`src/rtl/encoder_frontend.sv`:
```
// ---------------------------------------------------------------------------
// encoder_frontend
//   Conditions the raw quadrature encoder pads before the RGB mixer core.
//   Each A/B pad bit is synchronised through two flops and then debounced,
//   and every bit is handled independently. The debounced pair of each channel
//   is decoded 4x into one-cycle step strobes with a direction bit. Illegal
//   transitions, where both bits change at once, set a sticky error bit.
//
// Parameters
//   NUM_ENC          number of encoder channels (one A/B pair each)
//   DEBOUNCE_CYCLES  cycles a new level must persist (1..65535)
//
// Ports
//   clk         in   system clock
//   reset_n     in   asynchronous active-low reset
//   enc_a_in    in   raw pad A inputs (asynchronous to clk)
//   enc_b_in    in   raw pad B inputs (asynchronous to clk)
//   enc_a_out   out  debounced A levels
//   enc_b_out   out  debounced B levels
//   step_valid  out  one-cycle pulse per legal quadrature edge
//   step_dir    out  1 = forward, 0 = reverse; qualified by step_valid
//   err_sticky  out  set on an illegal transition, held until err_clr
//   err_clr     in   synchronous clear of all err_sticky bits
// ---------------------------------------------------------------------------
module encoder_frontend #(
  parameter int NUM_ENC         = 3,
  parameter int DEBOUNCE_CYCLES = 255
) (
  input  logic               clk,
  input  logic               reset_n,
  input  logic [NUM_ENC-1:0] enc_a_in,
  input  logic [NUM_ENC-1:0] enc_b_in,
  output logic [NUM_ENC-1:0] enc_a_out,
  output logic [NUM_ENC-1:0] enc_b_out,
  output logic [NUM_ENC-1:0] step_valid,
  output logic [NUM_ENC-1:0] step_dir,
  output logic [NUM_ENC-1:0] err_sticky,
  input  logic               err_clr
);

  // A bits occupy [NUM_ENC-1:0] and B bits occupy [2*NUM_ENC-1:NUM_ENC]
  // in the packed per-bit vectors.
  localparam int NB = 2 * NUM_ENC;
  localparam int CW = $clog2(DEBOUNCE_CYCLES + 1);
  localparam logic [CW-1:0] CNT_MAX = CW'(DEBOUNCE_CYCLES - 1);
  // A level that is stable from reset release reaches the debounced output at
  // edge DEBOUNCE_CYCLES+2. Decode therefore stays disarmed through the
  // following edge, so that prev captures that level and does not report it
  // as a step or an error.
  localparam int AW = $clog2(DEBOUNCE_CYCLES + 4);
  localparam logic [AW-1:0] ARM_MAX = AW'(DEBOUNCE_CYCLES + 3);

  logic [NB-1:0]      w_raw;
  logic [NB-1:0]      r_s1;
  logic [NB-1:0]      r_s2;
  logic [NB-1:0]      r_db;
  logic [CW-1:0]      r_cnt [NB];
  logic [AW-1:0]      r_arm_cnt;
  logic               w_armed;
  logic [NUM_ENC-1:0] w_cur_a;
  logic [NUM_ENC-1:0] w_cur_b;
  logic [NUM_ENC-1:0] r_prev_a;
  logic [NUM_ENC-1:0] r_prev_b;
  logic [NUM_ENC-1:0] w_step;
  logic [NUM_ENC-1:0] w_fwd;
  logic [NUM_ENC-1:0] w_illegal;
  logic [NUM_ENC-1:0] r_step_valid;
  logic [NUM_ENC-1:0] r_step_dir;
  logic [NUM_ENC-1:0] r_err;

  assign w_raw   = {enc_b_in, enc_a_in};
  assign w_cur_a = r_db[NUM_ENC-1:0];
  assign w_cur_b = r_db[NB-1:NUM_ENC];
  assign w_armed = (r_arm_cnt == ARM_MAX);

  // Two-flop synchroniser for every raw pad bit.
  always_ff @(posedge clk or negedge reset_n) begin
    if (!reset_n) begin
      r_s1 <= '0;
      r_s2 <= '0;
    end else begin
      r_s1 <= w_raw;
      r_s2 <= r_s1;
    end
  end

  // Per-bit debounce. Any return to the current output level restarts the count.
  always_ff @(posedge clk or negedge reset_n) begin
    if (!reset_n) begin
      r_db <= '0;
      for (int i = 0; i < NB; i++) begin
        r_cnt[i] <= '0;
      end
    end else begin
      for (int i = 0; i < NB; i++) begin
        if (r_s2[i] == r_db[i]) begin
          r_cnt[i] <= '0;
        end else if (r_cnt[i] == CNT_MAX) begin
          r_db[i]  <= r_s2[i];
          r_cnt[i] <= '0;
        end else begin
          r_cnt[i] <= r_cnt[i] + CW'(1);
        end
      end
    end
  end

  // Arm counter: saturates once decode is allowed to report.
  always_ff @(posedge clk or negedge reset_n) begin
    if (!reset_n) begin
      r_arm_cnt <= '0;
    end else if (!w_armed) begin
      r_arm_cnt <= r_arm_cnt + AW'(1);
    end else begin
      r_arm_cnt <= r_arm_cnt;
    end
  end

  // Quadrature decode of the current debounced pair against the previous pair.
  // On a single-bit change the move is forward exactly when new A differs from
  // old B; this covers 00->10->11->01->00.
  always_comb begin
    w_step    = '0;
    w_fwd     = '0;
    w_illegal = '0;
    for (int c = 0; c < NUM_ENC; c++) begin
      case ({w_cur_a[c] ^ r_prev_a[c], w_cur_b[c] ^ r_prev_b[c]})
        2'b10, 2'b01: begin
          w_step[c] = 1'b1;
          w_fwd[c]  = w_cur_a[c] ^ r_prev_b[c];
        end
        2'b11: begin
          w_illegal[c] = 1'b1;
        end
        default: begin
          w_step[c] = 1'b0;
        end
      endcase
    end
  end

  // Registered decode outputs. prev always follows the debounced pair. While
  // disarmed, this lets prev settle without reporting a step or an error.
  always_ff @(posedge clk or negedge reset_n) begin
    if (!reset_n) begin
      r_prev_a     <= '0;
      r_prev_b     <= '0;
      r_step_valid <= '0;
      r_step_dir   <= '0;
      r_err        <= '0;
    end else begin
      r_prev_a <= w_cur_a;
      r_prev_b <= w_cur_b;
      if (w_armed) begin
        r_step_valid <= w_step;
        r_step_dir   <= (w_step & w_fwd) | (~w_step & r_step_dir);
        // A new error in the same cycle as err_clr wins over the clear.
        r_err        <= (r_err & ~{NUM_ENC{err_clr}}) | w_illegal;
      end else begin
        r_step_valid <= '0;
        r_step_dir   <= r_step_dir;
        r_err        <= r_err & ~{NUM_ENC{err_clr}};
      end
    end
  end

  assign enc_a_out  = w_cur_a;
  assign enc_b_out  = w_cur_b;
  assign step_valid = r_step_valid;
  assign step_dir   = r_step_dir;
  assign err_sticky = r_err;

endmodule

```
`config.mk`:
```
export PLATFORM = sky130hd
export DESIGN_NAME = encoder_frontend
export DESIGN_NICKNAME = d
export VERILOG_FILES = /design/src/rtl/encoder_frontend.sv
export SDC_FILE = /design/constraint.sdc
export NUM_CORES = 1
export LEC_CHECK = 0
export CORE_MARGIN = 2
export CORE_UTILIZATION = 35
export CTS_CLUSTER_SIZE = 12
export DETAILED_ROUTE_END_ITERATION = 10
export GPL_TIMING_DRIVEN = 1
export HOLD_SLACK_MARGIN = 0.12
export PLACE_DENSITY = 0.53
export SLEW_MARGIN = 30
export SYNTH_ARGS = -nofsm -noshare
export SYNTH_HDL_FRONTEND = slang
export SYNTH_SLANG_ARGS = --single-unit
```
`constraint.sdc`:
```
create_clock -name clk -period 1.6 [get_ports clk]
set_input_delay 0.16 -clock clk [delete_from_list [all_inputs] [get_ports clk]]
set_output_delay 0.16 -clock clk [all_outputs]
set_load 0.05 [all_outputs]
```
==> flow_summary.toml, run 1 <==
[run_status]
result_of_the_run = "complete, no violations"

[floorplanning]
core.rowCount = 39
die_h_um = 113
core-area_mm2 = 0.0115
fp.dieArea_mm2 = 0.0127
ioPinCount = 24
die_width_um = 113
floorplan.initialDensity_pct = 36.0

[logic_synthesis]
synth-seq-cells = 90
count_of_flip_flops_with_a_built_in_enable_after_synthesis = 0
synth_top_flop_cell = "sky130_fd_sc_hd__dfrtp_1"
netlist_instances = 369
synth.top_cells.by_area = "sky130_fd_sc_hd__dfrtp_1 55%, sky130_fd_sc_hd__ha_1 5.2%, sky130_fd_sc_hd__a21oi_1 3.9%, sky130_fd_sc_hd__xnor2_1 3.4%, sky130_fd_sc_hd__xor2_1 2.5%"
synth.avg_cell_area_um2 = 11.2
synthesis.yosys.warnings = 0
yosys.area.top_type = "sky130_fd_sc_hd__dfrtp_1"
synth_nets = 395
syn-cell-area_mm2 = 0.00413
yosys.area.top_type_share_pct = 54.5
ys_async_sr_fraction_pct = 100
synth_seq_area_share_pct = 54.5
synth.distinct_cells = 46

[critical_path]
cp.required_ns = 1.82
timing.critical_path.max_delay_family = "simple AND/OR/NAND/NOR gates"
path_cells = "nor4_4 -> buf_4 -> and3_1 -> mux2_1"
cp_slowest_stage_delay_ns = 0.45
worst_reg2reg_startpoint = "r_arm_cnt[4]$_DFFE_PN0P_"
critical_path_arrival_ns = 1.75
cpMaxStageDelayCell = "sky130_fd_sc_hd__dfrtp_1"
timing.critical_path.buf_inv = 1
r2r.worst_path.cells = 4
startpoint_type = "flip-flop"
crit_fanout = 6
setup.reg_to_reg.worst_slack_ns = 0.08
critical_path_endpoint_category = "flip-flop"
worstSetupPathType = "reg -> reg"

[place]
place_congestion = 0.811
io_buffers = 23
hpwlAfterDp_um = 5510

[worst_hold_path]
min_to = "r_s1[5]$_DFF_PN0_"
worstHoldStart = "enc_b_in[2]"
timing.hold.worst_path_depth = 1
worstHoldPathType = "in -> reg"

[drt]
wl_per_cell_um = 13.1
vias_per_cell = 5.11
drt_first_iter_violations = 129
drtPass1Iterations = 4
routed-via-count = 2969
route.detailed.drc = 0
drt_wl_total_um = 7600
final_antenna_net_count = 0

[clock_tree]
tritoncts.num_buffers = 9
tritoncts_clock_tree = "yes"
ctsHtreeMaxLevel = 3
cts.path.max_buffers = 2
cts_root_buffer_type = "sky130_fd_sc_hd__clkbuf_16"
clkSinkCount = 90
clk_transition_reported_paths_ns = 0.06
clock_insertion_delay_worst_skew_ns = 0.34

[timing]
fin_tns_setup_ns = 0
fin_skew_ns = 0.00897
hold_viol_final = 0
finalMaxSlewViolations = 0
maximum_clock_frequency_ghz = 0.656
worst_margin_slew_ns = 0.378
timing.hold.ws_ns = 0.255
final.period_utilization_pct = 95.3
report.final.setup_viol = 0
final.min_clock_period_ns = 1.52
max-slew-margin-rel_pct = 74.8

[power_and_ir_drop]
cell_internal_pwr_uw = 3520
power_switching_uw = 1100
power_frac_clock_pct = 41.6
irDropWorstVdd_mv = 0.631
share_comb_of_total_power_pct = 6.2
seq_power_share_pct = 52.3
total_leakage_power_uw = 0.00223
power.share.switching_pct = 23.8
pwr_density_cell_mw_per_mm2 = 915

[global_route]
number_of_global_route_vias_before_repair = 2823
wire_length_of_the_first_global_routing_pass_um = 13000
grt_residual_overflow = 0
overall_track_demand_over_capacity_in_global_routing_pct = 12.8
number_of_antenna_violations_at_the_first_check_in_global_routing = 0
maximum_number_of_pins_on_one_net_before_global_route_repair = 28

[cells_and_area]
area.growth.synth_to_final_pct = 22.1
filler_cell_count = 1069
layout.nets = 459
insertedDiodeCount = 0
layout-drive-gt1-share_pct = 17.6

[run]
max_cap_violations = 0
## cells in the mapped netlist, types with 3 or more instances
cell type and instances:
sky130_fd_sc_hd__or4_1 7, sky130_fd_sc_hd__a22o_1 3, sky130_fd_sc_hd__o211ai_1 6, sky130_fd_sc_hd__a31oi_1 10, sky130_fd_sc_hd__buf_2 3, sky130_fd_sc_hd__nand3b_1 3, sky130_fd_sc_hd__xor2_1 12, sky130_fd_sc_hd__nand4b_1 4
sky130_fd_sc_hd__ha_1 17, sky130_fd_sc_hd__inv_1 17, sky130_fd_sc_hd__nand2_1 23, sky130_fd_sc_hd__nor2_1 20, sky130_fd_sc_hd__o21bai_1 5, sky130_fd_sc_hd__nand4_1 11, sky130_fd_sc_hd__or3_1 4, sky130_fd_sc_hd__nand3_1 14
sky130_fd_sc_hd__a311oi_1 3, sky130_fd_sc_hd__o31ai_1 6, sky130_fd_sc_hd__o21ai_1 11, sky130_fd_sc_hd__nand2b_1 6, sky130_fd_sc_hd__and3_1 5, sky130_fd_sc_hd__mux2_1 9, sky130_fd_sc_hd__xnor2_1 16, sky130_fd_sc_hd__or3b_1 3
sky130_fd_sc_hd__a21oi_1 32, sky130_fd_sc_hd__nor3_1 5, sky130_fd_sc_hd__dfrtp_1 90
## how the worst max path moves through the flow
stage / end / from / depth (start not counted)
6_report: flip-flop / r_arm_cnt[4]$_DFFE_PN0P_ / 4
5_1_grt: flip-flop / r_arm_cnt[4]$_DFFE_PN0P_ / 4
4_1_cts: flip-flop / r_arm_cnt[0]$_DFFE_PN0P_ / 5
3_5_place_dp: flip-flop / r_arm_cnt[1]$_DFFE_PN0P_ / 4
3_3_place_gp: flip-flop / r_arm_cnt[3]$_DFFE_PN0P_ / 3
2_1_floorplan: flip-flop / r_db[4]$_DFFE_PN0P_ / 4
## metrics by stage
step / std cells / area, um2 / util, % / total power, uW / worst slack, ns
after floorplan: 369 / 4140 / - / 2580 / -0.0892
after global placement: 563 / 4750 / 41.4 / 2740 / 0.100
after detailed placement: 563 / 4750 / 41.4 / 2740 / 0.0527
after CTS: 580 / 5030 / 43.9 / 4690 / 0.0352
after global routing: 581 / 5040 / 44.0 / 4850 / -0.0108
final: 581 / 5040 / 44.0 / 4610 / 0.0756
## power groups by stage
stage	Clock [uW]	Sequential, uW	Combinational [uW]
after CTS	1990	2410	291
after detailed placement	0	2450	289
after floorplan	0	2440	142
after global routing	2100	2420	324
final	1920	2410	284
after global placement	0	2450	288
## worst register-to-register path: cells and delay by family, from the launching register on
family                 cells  cell delay (ns)
buffers and inverters      1             0.18
flip-flops                 1             0.45
multiplexers               1             0.32
AND/OR/NAND/NOR            2             0.47
## per-layer routing
layer	vias up	wire, um	global-route usage, %	share of wire, %
met1	1439	3850	17.4	51
met4	0	82	4.39	1.1
met5	-	0	0	0
met3	8	307	4.54	4.0
met2	37	3360	19.1	44
li1	1485	-	-	-
## kinds of logic after synthesis
kind of cell	Yosys count	synth area share (%)
xor+xnor	28	5.94
buf+inv	20	1.91
flops	90	54.5
compound gates	86	13.0
simple gates	118	16.7
fa+ha+maj	17	5.15
mux	10	2.73
## what timing repair did
item                                    in CTS  in global routing
endpoints found under the setup margin       0                  3
endpoints found under the hold margin       74                  0
gates resized for setup                      0                  2
buffers inserted                             0                  1
hold buffers                                 1                  0
## registers in the layout, indices dropped and copies added, names as in the netlist, named ones only
register and count:
r_cnt 48, r_arm_cnt 9, r_db 6, r_s1 6, r_s2 6, err_sticky 3, r_prev_a 3, r_prev_b 3
step_valid 3
## final cells by class
cell class	count	area, um2	area share, %
Inverter	17	63.8	1.27
Clock buffer	10	229	4.54
Sequential cell	90	2260	44.8
Tap cell	143	179	3.55
Clock inverter	6	43.8	0.868
Multi-Input combinational cell	259	1800	35.8
Timing Repair Buffer	56	465	9.23
## layout by cell type (no fill, tap or decap), drive strengths merged, types with 4 or more instances in the layout
cell	synthesis	layout
a31oi	10	10
inv	17	17
buf	3	48
clkdlybuf4s50	0	7
nand4b	4	4
or3	4	4
o211ai	6	6
clkinvlp	0	4
xor2	12	12
mux2	10	10
dfrtp	90	90
a21oi	32	32
nand2	23	23
nand4	13	13
and3	6	6
clkbuf	0	10
nor2	20	20
xnor2	16	16
ha	17	17
nor3	6	6
o21ai	13	13
nand3	15	15
nand2b	6	6
or4	7	7
o31ai	6	6
o21bai	5	5
Power figures use the tool's default switching activity.
==> inputs of run 2 (changes only) <==
--- a/config.mk
+++ b/config.mk
@@ -11,7 +11,6 @@
 export DETAILED_ROUTE_END_ITERATION = 10
 export GPL_TIMING_DRIVEN = 1
 export HOLD_SLACK_MARGIN = 0.12
-export PLACE_DENSITY = 0.53
 export SLEW_MARGIN = 30
 export SYNTH_ARGS = -nofsm -noshare
 export SYNTH_HDL_FRONTEND = slang
==> run 2 against run 1 <==
  * Maximum frequency about the same
  * Clock skew decreased by 0.0054 ns
  * Design area decreased by 0.94%
  * Core utilization decreased by 0.41 points
  * Critical path depth decreased by 1
  * Cell count decreased by 1.0%
  * Register-to-register slack about the same
  * Highest routed layer unchanged
==> flow_summary.toml, run 2 (synthesis gave the netlist of run 1 again) <==
[run_status]
result_of_the_run = "complete, no violations"

[floorplanning]
fp.dieArea_mm2 = 0.0127
floorplan.initialDensity_pct = 36.0
core-area_mm2 = 0.0115
core.rowCount = 39
die_h_um = 113
die_width_um = 113
ioPinCount = 24

[cells_and_area]
layout.cells.most_common = "sky130_fd_sc_hd__dfrtp_1"
final_core_utilization_pct = 43.6
reg_top3 = "r_cnt (48), r_arm_cnt (9)"
largest_register = "r_cnt"
insertedDiodeCount = 0
layout.nets = 454
largest_register_ffs = 48
layout.cells.most_common_list = "85 x sky130_fd_sc_hd__dfrtp_1, 42 x sky130_fd_sc_hd__buf_4, 32 x sky130_fd_sc_hd__a21oi_1"
area.growth.synth_to_final_pct = 21.0
layout-drive-gt1-share_pct = 16.4

[timing]
final.period_utilization_pct = 95.3
final.min_clock_period_ns = 1.53
hold_viol_final = 0
fin_skew_ns = 0.00361
report.final.setup_viol = 0
worst_margin_slew_ns = 0.463
finalMaxSlewViolations = 0
max-slew-margin-rel_pct = 68.9
grt_setup_unrepaired = "false"
maximum_clock_frequency_ghz = 0.656

[clock_tree]
clock_insertion_delay_worst_skew_ns = 0.34
cts.path.max_buffers = 2
ctsHtreeMaxLevel = 3
cts_root_buffer_type = "sky130_fd_sc_hd__clkbuf_16"
clk_transition_reported_paths_ns = 0.06
tritoncts.num_buffers = 9
clkSinkCount = 90
tritoncts_clock_tree = "yes"

[drt]
wl_per_cell_um = 13.6
drtPass1Iterations = 4
route.detailed.drc = 0
drt_wl_total_um = 7810
routed-via-count = 3010
vias_per_cell = 5.23
final_antenna_net_count = 0
drt_first_iter_violations = 165

[place]
place_congestion = 0.820
io_buffers = 23
hpwlAfterDp_um = 5480

[critical_path]
r2r.worst_path.cells = 3
timing.critical_path.max_delay_family = "simple AND/OR/NAND/NOR gates"
setup.reg_to_reg.worst_slack_ns = 0.07
crit_fanout = 6
cp.required_ns = 1.82
critical_path_arrival_ns = 1.74
critical_path_endpoint_category = "flip-flop"
worstSetupPathType = "reg -> reg"
cp_slowest_stage_delay_ns = 0.43
timing.critical_path.buf_inv = 0
path_cells = "nor4_4 -> and3_1 -> mux2_1"
worst_reg2reg_startpoint = "r_arm_cnt[3]$_DFFE_PN0P_"
cpMaxStageDelayCell = "sky130_fd_sc_hd__dfrtp_1"
startpoint_type = "flip-flop"

[power_and_ir_drop]
total_leakage_power_uw = 0.00221
irDropWorstVdd_mv = 0.611
pwr_density_cell_mw_per_mm2 = 933
total_chip_power_uw = 4660

[global_route]
wire_length_of_the_first_global_routing_pass_um = 13800
overall_track_demand_over_capacity_in_global_routing_pct = 13.5
number_of_antenna_violations_at_the_first_check_in_global_routing = 0
maximum_number_of_pins_on_one_net_before_global_route_repair = 46
grt_residual_overflow = 0
number_of_global_route_vias_before_repair = 2973

[worst_hold_path]
timing.hold.worst_path_depth = 1
min_to = "r_s1[3]$_DFF_PN0_"
worstHoldPathType = "in -> reg"
worstHoldStart = "enc_b_in[0]"

[run]
max_cap_violations = 0
-- run 2: cell count changes in the layout (fill, tap and decap cells not counted) --
cell | before | now
sky130_fd_sc_hd__clkinvlp_4 | 4 | 3
sky130_fd_sc_hd__clkbuf_8 | 0 | 2
sky130_fd_sc_hd__clkbuf_1 | 1 | 0
sky130_fd_sc_hd__and3_1 | 4 | 5
sky130_fd_sc_hd__clkinv_4 | 1 | 0
sky130_fd_sc_hd__buf_12 | 2 | 1
sky130_fd_sc_hd__and3_4 | 1 | 0
sky130_fd_sc_hd__buf_4 | 46 | 42
-- run 2: metal layers --
metal	vias to the layer above	track usage (%)	routed length, um
li1	1476	-	-
met1	1469	17.8	3700
met2	57	21.1	3660
met3	8	4.75	361
met4	0	3.66	92
met5	-	0	0
-- run 2: worst max path at each step --
| stage | from | endpoint | depth (start not counted) |
|---|---|---|---|
| after floorplan | r_db[4]$_DFFE_PN0P_ | flip-flop | 4 |
| after global placement | r_arm_cnt[0]$_DFFE_PN0P_ | flip-flop | 5 |
| after detailed placement | r_arm_cnt[3]$_DFFE_PN0P_ | flip-flop | 3 |
| after CTS | r_arm_cnt[1]$_DFFE_PN0P_ | flip-flop | 4 |
| after global routing | r_cnt[41]$_DFF_PN0_ | r_cnt[42]$_DFF_PN0_ | 5 |
| final | r_arm_cnt[3]$_DFFE_PN0P_ | flip-flop | 3 |
-- run 2: final cells by class --
cell class / count / area [um2]
Sequential cell: 90 / 2260
Clock buffer: 11 / 253
Timing Repair Buffer: 51 / 415
Tap cell: 143 / 179
Fill cell: 1065 / 6470
Multi-Input combinational cell: 259 / 1800
Inverter: 17 / 63.8
Clock inverter: 4 / 27.5
-- run 2: where the power goes --
part | switching [uW] | internal, uW | total (uW) | leakage, uW
Clock | 849 | 1130 | 1970 | 0.000130
Sequential | 75.1 | 2340 | 2410 | 0.00119
Combinational | 156 | 121 | 277 | 0.000888
Total | 1080 | 3580 | 4660 | 0.00221
-- run 2: what timing repair did --
item,in CTS,in global routing
buffers inserted,0,0
endpoints found under the setup margin,0,3
resized for setup,0,1
hold buffers,1,0
hold endpoints to repair,67,0
-- run 2: metrics by stage --
stage / hold slack (ns) / TNS [ns] / worst slack (ns) / std cells / instance area, um2
after floorplan: -0.136 / -0.0892 / -0.0892 / 369 / 4140
after global placement: 0.0924 / 0 / 0.109 / 559 / 4700
after detailed placement: 0.0943 / 0 / 0.0525 / 559 / 4700
after CTS: 0.241 / 0 / 0.0350 / 575 / 4990
after global routing: 0.255 / 0 / 0.000902 / 575 / 4990
final: 0.259 / 0 / 0.0748 / 575 / 4990
